===== config.mk =====
export PLATFORM = sky130hd
export DESIGN_NAME = regfile
export DESIGN_NICKNAME = d
export VERILOG_FILES = /design/src/rtl/regfile.sv
export SDC_FILE = /design/constraint.sdc
export NUM_CORES = 2
export LEC_CHECK = 0
export CAP_MARGIN = 0
export CORE_ASPECT_RATIO = 0.7
export CORE_MARGIN = 2
export CORE_UTILIZATION = 38
export CTS_BUF_LIST = sky130_fd_sc_hd__clkbuf_8 sky130_fd_sc_hd__clkbuf_16
export CTS_CLUSTER_SIZE = 10
export DETAILED_ROUTE_END_ITERATION = 12
export GPL_TIMING_DRIVEN = 0
export SKIP_LAST_GASP = 1
export SLEW_MARGIN = 30
export SYNTH_ARGS = -nofsm -noshare
export SYNTH_HDL_FRONTEND = slang
export SYNTH_SLANG_ARGS = --single-unit

===== constraint.sdc =====
create_clock -name clk -period 3.55 [get_ports clk]
set_input_delay 0.71 -clock clk [delete_from_list [all_inputs] [get_ports clk]]
set_output_delay 0.71 -clock clk [all_outputs]
set_load 0.1 [all_outputs]

===== src/rtl/regfile.sv =====
// Operand register file for the mcpu pipeline: two combinational read ports with
// write bypass, one writeback port, and a per-register pending-writer scoreboard.
module regfile #(
    parameter int DATA_W = 32,
    parameter int ADDR_W = 5,
    parameter int NREG   = 32,
    parameter int CNT_W  = 2
) (
    input  logic              clk,
    input  logic              rst,
    input  logic              re0,
    input  logic [ADDR_W-1:0] raddr0,
    output logic [DATA_W-1:0] rdata0,
    output logic              busy0,
    input  logic              re1,
    input  logic [ADDR_W-1:0] raddr1,
    output logic [DATA_W-1:0] rdata1,
    output logic              busy1,
    input  logic              iss_we,
    input  logic [ADDR_W-1:0] iss_waddr,
    output logic              iss_full,
    input  logic              we,
    input  logic [ADDR_W-1:0] waddr,
    input  logic [DATA_W-1:0] wdata,
    output logic              wb_err
);

    localparam logic [CNT_W-1:0] CNT_MAX = '1;
    localparam logic [CNT_W-1:0] CNT_ONE = CNT_W'(1);

    logic [DATA_W-1:0] reg_q [NREG];
    logic [DATA_W-1:0] reg_d [NREG];
    logic [CNT_W-1:0]  cnt_q [NREG];
    logic [CNT_W-1:0]  cnt_d [NREG];
    logic              wb_err_q;
    logic              wb_err_d;
    logic              iss_full_raw;

    // A retire to the same register in this cycle frees a slot for the new issue.
    assign iss_full_raw = iss_we && (iss_waddr != '0) && (cnt_q[iss_waddr] == CNT_MAX)
                          && !(we && (waddr == iss_waddr));
    assign iss_full     = !rst && iss_full_raw;

    assign wb_err_d = wb_err_q || (we && (waddr != '0) && (cnt_q[waddr] == '0));
    assign wb_err   = wb_err_q;

    genvar gi;
    generate
        for (gi = 0; gi < NREG; gi++) begin : g_reg
            if (gi == 0) begin : g_zero
                assign reg_d[gi] = '0;
                assign cnt_d[gi] = '0;
            end else begin : g_gpr
                logic inc;
                logic dec;
                assign inc = iss_we && (iss_waddr == ADDR_W'(gi)) && !iss_full_raw;
                assign dec = we && (waddr == ADDR_W'(gi)) && (cnt_q[gi] != '0);
                assign cnt_d[gi] = (inc && !dec) ? cnt_q[gi] + CNT_ONE :
                                   (dec && !inc) ? cnt_q[gi] - CNT_ONE : cnt_q[gi];
                assign reg_d[gi] = (we && (waddr == ADDR_W'(gi))) ? wdata : reg_q[gi];
            end
        end
    endgenerate

    // Both read ports share identical logic; map them onto small arrays.
    logic              re_v    [2];
    logic [ADDR_W-1:0] raddr_v [2];
    logic [DATA_W-1:0] rdata_v [2];
    logic              busy_v  [2];

    assign re_v[0]    = re0;
    assign re_v[1]    = re1;
    assign raddr_v[0] = raddr0;
    assign raddr_v[1] = raddr1;
    assign rdata0     = rdata_v[0];
    assign rdata1     = rdata_v[1];
    assign busy0      = busy_v[0];
    assign busy1      = busy_v[1];

    generate
        for (gi = 0; gi < 2; gi++) begin : g_rd
            logic active;
            logic hit_wb;
            assign active = !rst && re_v[gi] && (raddr_v[gi] != '0);
            assign hit_wb = we && (waddr == raddr_v[gi]);
            assign rdata_v[gi] = !active ? '0 : (hit_wb ? wdata : reg_q[raddr_v[gi]]);
            // Retiring the last pending writer makes the operand ready this cycle.
            assign busy_v[gi]  = active && (cnt_q[raddr_v[gi]] != '0)
                                 && !(hit_wb && (cnt_q[raddr_v[gi]] == CNT_ONE));
        end
    endgenerate

    always_ff @(posedge clk) begin
        if (rst) begin
            for (int i = 0; i < NREG; i++) begin
                reg_q[i] <= '0;
                cnt_q[i] <= '0;
            end
            wb_err_q <= 1'b0;
        end else begin
            for (int i = 0; i < NREG; i++) begin
                reg_q[i] <= reg_d[i];
                cnt_q[i] <= cnt_d[i];
            end
            wb_err_q <= wb_err_d;
        end
    end

endmodule


# After elaboration in Yosys (flattened, before gate mapping)
# Memories as Yosys holds them, arrays and structs flattened.
# Index checks and enable logic that the tools add are counted.
# classes
n_reduce_logical	342
muxes	164
bitwise	64
n_eq_ne	99
add_sub_neg	62
# ops
op	count
32-bit 2-to-1 mux	67
1-bit logical AND	205
2-bit 2-to-1 mux	94
5-bit == test, second input constant	32
5-bit by 4-bit == test with 1-bit output, second input constant	16
1-bit logical NOT	67
2-bit nonzero test	33
1-bit bitwise OR	64
2-bit by 1-bit adder with 2-bit output, second input constant	31
2-bit AND reduction	31
2-bit by 1-bit subtractor with 2-bit output, second input constant	31
5-bit by 3-bit == test with 1-bit output, second input constant	8
1-bit != test, second input constant	31
5-bit by 2-bit == test with 1-bit output, second input constant	4
5-bit nonzero test	4
5-bit == test	3
5-bit by 1-bit == test with 1-bit output, second input constant	2
2-bit by 1-bit == test with 1-bit output, second input constant	2
1-bit 2-to-1 mux	3
2-bit == test, second input constant	1
2-bit logical NOT	1
1-bit logical OR	1
# word_totals
ramBits	1088
ff_bits	1
input_bits	58
mem_count	2
elab_cells	734
out_inout_bits	68
# mem_list
name	words	word_bits	read_ports	rd_clocked_by_memory_dff	write_ports	line_no	source
reg_q	32	32	2	0	32	31	logic [DATA_W-1:0] reg_q [NREG];
cnt_q	32	2	35	0	32	33	logic [CNT_W-1:0] cnt_q [NREG];

# Logic depth before layout (Yosys ltp)
# depth
ltp_word	11
depth_mapped	13
ltp_nobuf	10

# Worst setup path before layout
# No wires, ideal clock.
# synth_path
path_type	input-to-output
startpoint	input raddr1[0]
endpoint	output rdata1[18]
n_path_buf	6
setup_slack_ns	-1.562
required_time_ns	2.840
stages	10
t_arrival_ns	4.402
cell_sequence	buf_6 -> buf_12 -> buf_12 -> buf_6 -> buf_4 -> buf_4 -> a22oi_1 -> o21ai_0 -> a21oi_1 -> a311oi_1
# synth_between
elab_chain_len	4
word_cells_on_any_way	7
cone_classes	eq/ne (1); mux (2); reduce/logical (3); memory (1)
# synth_rtl
element	line_no	source
start, declared	16	input logic [ADDR_W-1:0] raddr1,
parallel branches: the longest is 3 deep, another holds memory 32 x 32 bit	n/a	
32-bit 2-to-1 mux *	86	assign rdata_v[gi] = !active ? '0 : (hit_wb ? wdata : reg_q[raddr_v[gi]]);
end, declared	17	output logic [DATA_W-1:0] rdata1,
# Every way passes the cells marked *.

==> impl_metrics.py <==
metrics = {
    "sta": {
        "setup_tns_ns": -11.33,
        "hold_viol": 0,
        "setup_viol": 116,
        "worst_slack_ns": -0.1936,
        "max_freq_mhz": 267.1,
        "period_needed_ns": 3.744,
        "holdWs_ns": 0.5094,
        "skew_ns": 0.02563,
        "relSlewSlack_pct": 23.33,
        "rsz0062_at_grt": "yes",
        "slew_violations": 0,
        "fin_crit_sh_pct": 105.5,
        "worstMarginPinSlew_ns": 1.150,
    },
    "clock_tree": {
        "cts.htree.levels": 3,
        "hold_buffers": 0,
        "clockBufferDepth": 3,
        "numClockSinks": 1055,
        "cts_tree": "yes",
        "cts_root_buf": "clkbuf_16",
        "clock_latency_ns": 0.78,
        "cts_buffers": 118,
        "clk_pin_slew_ns": 0.06,
    },
    "synth": {
        "ys_top_cells_by_area": "edfxtp_1 (53%), mux4_2 (12%), mux2i_1 (7.1%)",
        "yosys_most_used_dff": "edfxtp_1",
        "synth_area_um2": 55750,
        "syn-num-nets": 4342,
        "synth_cell_types": 62,
        "netlist_instances": 4253,
        "synth_edf_count": 992,
        "yosysSeqAreaShare_pct": 55.69,
        "async_flop_share_pct": 0,
        "synth.avg_cell_area_um2": 13.11,
        "synth_seq_cells": 1055,
        "yosys_warnings": 0,
        "synth_top_area_share_pct": 53.43,
        "yosys.area.top_type": "edfxtp_1",
    },
    "critical_path": {
        "max_stage_delay_ns": 0.90,
        "path_class": "input pin to register",
        "critPathBufInv": 5,
        "cp_data_arrival_time_ns": 4.16,
        "cp-start-kind": "input pin",
        "cp-end-kind": "register",
        "critPathRequiredTime_ns": 3.97,
        "crit_family": "buffers and inverters",
        "slowest_stage": "clkdlybuf4s15_1",
        "cp_max_fo": 14,
        "crit_path_cell_trace": "dlygate4sd2_1, clkbuf_2, nand2b_1, clkbuf_1, clkdlybuf4s15_1, inv_1",
    },
    "detailed_routing": {
        "ant_nets": 0,
        "num_vias": 46670,
        "wire_per_inst_um": 44.22,
        "drt_first_pass_iters": 6,
        "vias_per_cell": 6.970,
        "drcViolationCount": 0,
        "drt_iter0_markers": 9190,
        "routed_wl_mm": 296.1,
    },
    "pwr": {
        "power_density_nw_per_um2": 457.5,
        "p_leak_nw": 25.37,
        "switching_share_pct": 30.27,
        "power_mw": 33.08,
        "peakVddDrop_mv": 0.3989,
        "sequentialPowerShare_pct": 45.1,
        "clkPwrFrac_pct": 34.7,
        "p_comb_share_pct": 20.2,
        "p_sw_mw": 10.01,
        "power.internal_mw": 23.07,
    },
    "grt": {
        "global_route.overflow_total": 0,
        "grt_pass1_vias": 43060,
        "antenna_found_initial": 6,
        "grt_max_degree": 33,
        "grt_pass1_wl_mm": 385.6,
        "grt_usage_pct": 38.47,
    },
    "floorplan": {
        "dieArea_um2": 149800,
        "die_w_um": 461.8,
        "io_pins": 126,
        "initial_utilization_pct": 38.32,
        "core_um2": 145500,
        "fp.dieH_um": 324.5,
        "rows": 117,
    },
    "placement": {
        "hpwl_mm": 206.5,
        "pre_cts_ws_ns": -3.069,
        "dp_cells": 6354,
        "io_buffers": 115,
        "gp_congestion": 1.088,
        "placed_cell_area_um2": 60780,
    },
    "worst_hold_path": {
        "hp-class": "register to register",
    },
    "final_layout": {
        "instances_no_fill": 6696,
        "layout.nets": 4777,
        "fin_util_pct": 49.70,
        "areaGrowthSynthToFinish_pct": 29.71,
        "fin_area_um2": 72320,
        "drive_above_1_share_pct": 33.13,
    },
    "run_status": {
        "outcome": "finished, violations left",
        "violations": "negative setup slack",
    },
    "run": {
        "timing.max_cap.violations": 0,
    },
}
## layout by cell type (no fill, tap or decap), drive strengths merged, types with 13 or more instances in the layout
cell type / Yosys / final
a211oi: 64 / 64
clkbuf: 240 / 328
a221oi: 76 / 76
ha: 31 / 31
mux2i: 396 / 396
dfxtp: 63 / 63
inv: 37 / 60
o22ai: 22 / 22
or3: 31 / 31
nand3: 92 / 92
mux2: 86 / 86
o21ai: 227 / 227
nor3: 40 / 40
o221ai: 31 / 31
or2: 22 / 22
edfxtp: 992 / 992
clkdlybuf4s50: 0 / 38
mux4: 309 / 309
o211ai: 13 / 13
a22oi: 99 / 99
nand2b: 63 / 63
xor2: 74 / 74
nor2: 680 / 680
nand2: 108 / 108
buf: 192 / 495
a21oi: 136 / 136
nor2b: 33 / 33
## final timing paths
path                     from             to  slack (ns)  depth (start not counted)
setup / recovery          rst  reg_q[28][24]       -0.19                          6
hold / removal    cnt_q[1][1]    cnt_q[1][1]        0.51                          2
setup reg to reg  cnt_q[7][0]   cnt_q[14][1]        0.63                         10
hold reg to reg   cnt_q[1][1]    cnt_q[1][1]        0.51                          2
## flip-flops by register name, indices dropped and copies added (netlist names)
register / cells
cnt_q: 62
reg_q: 992
wb_err: 1
## timing repair
action | in CTS | in global routing
pin swaps | 111 | 101
gates cloned | 17 | 4
buffers inserted | 155 | 47
endpoints found under the setup margin | 236 | 87
endpoints found under the hold margin | 0 | 0
gates resized for setup | 1701 | 231
## synth_stat cells, types with 6 or more instances
cell / count
a221oi_1: 76
mux2_2: 86
or2_2: 22
nor2b_1: 33
buf_1: 37
edfxtp_1: 992
or3_1: 31
mux4_1: 7
nand4_1: 6
a311oi_1: 8
a21oi_1: 136
nor2_1: 680
mux2i_1: 396
mux4_2: 302
a31oi_1: 12
o221ai_1: 31
buf_4: 62
o21ai_1: 25
a22oi_1: 99
o21ai_0: 202
ha_1: 31
a211oi_1: 64
buf_2: 84
dfxtp_1: 63
o31ai_1: 6
o22ai_1: 22
clkbuf_1: 239
inv_1: 36
nand2b_1: 63
nor3_1: 40
o221a_2: 12
nand2_1: 108
o211ai_1: 13
buf_6: 7
xor2_1: 74
nand3_1: 92
## area by class of cell
type	count	area, um2
flip-flops and latches	1055	31060
clock inverters	30	247.7
multi-input cells	2729	25800
diodes	12	30.03
clock buffers	123	3044
repair buffers	355	4891
inverters	37	141.4
well taps	1963	2456
plain buffers	392	4654
fillers	12500	73190
## cell families after synthesis
group,after synthesis,synth area share (%)
fa+ha+maj,31,0.6957
mux,791,21.38
simple gates,1091,8.420
xor+xnor,77,1.210
compound gates,739,8.685
flops,1055,55.69
buf+inv,469,3.923
## tightest hold or removal path, cell delays in order, from the launching register on
cell     delay (ns)
dfxtp_1        0.33
o21ai_0        0.08
a21oi_1        0.06
## power groups by stage
stage | clock, mW | sequential [mW] | combinational, mW
6_report | 11.5 | 14.9 | 6.68
5_1_grt | 11.7 | 15.0 | 6.64
4_1_cts | 11.3 | 14.9 | 6.16
3_5_place_dp | 0 | 15.1 | 5.04
3_3_place_gp | 0 | 15.1 | 4.94
2_1_floorplan | 0 | 15.0 | 2.89
## layer usage
metal	wire length (um)	vias to the layer above	track usage, %	part of all wire, %
met3	53740	921	20.27	18
met4	20320	6	20.94	6.9
li1	-	17300	-	-
met1	108400	23760	51.24	37
met2	113500	4680	49.60	38
met5	124	-	0	0.042
Note: power is estimated with default switching activity, not from simulation.
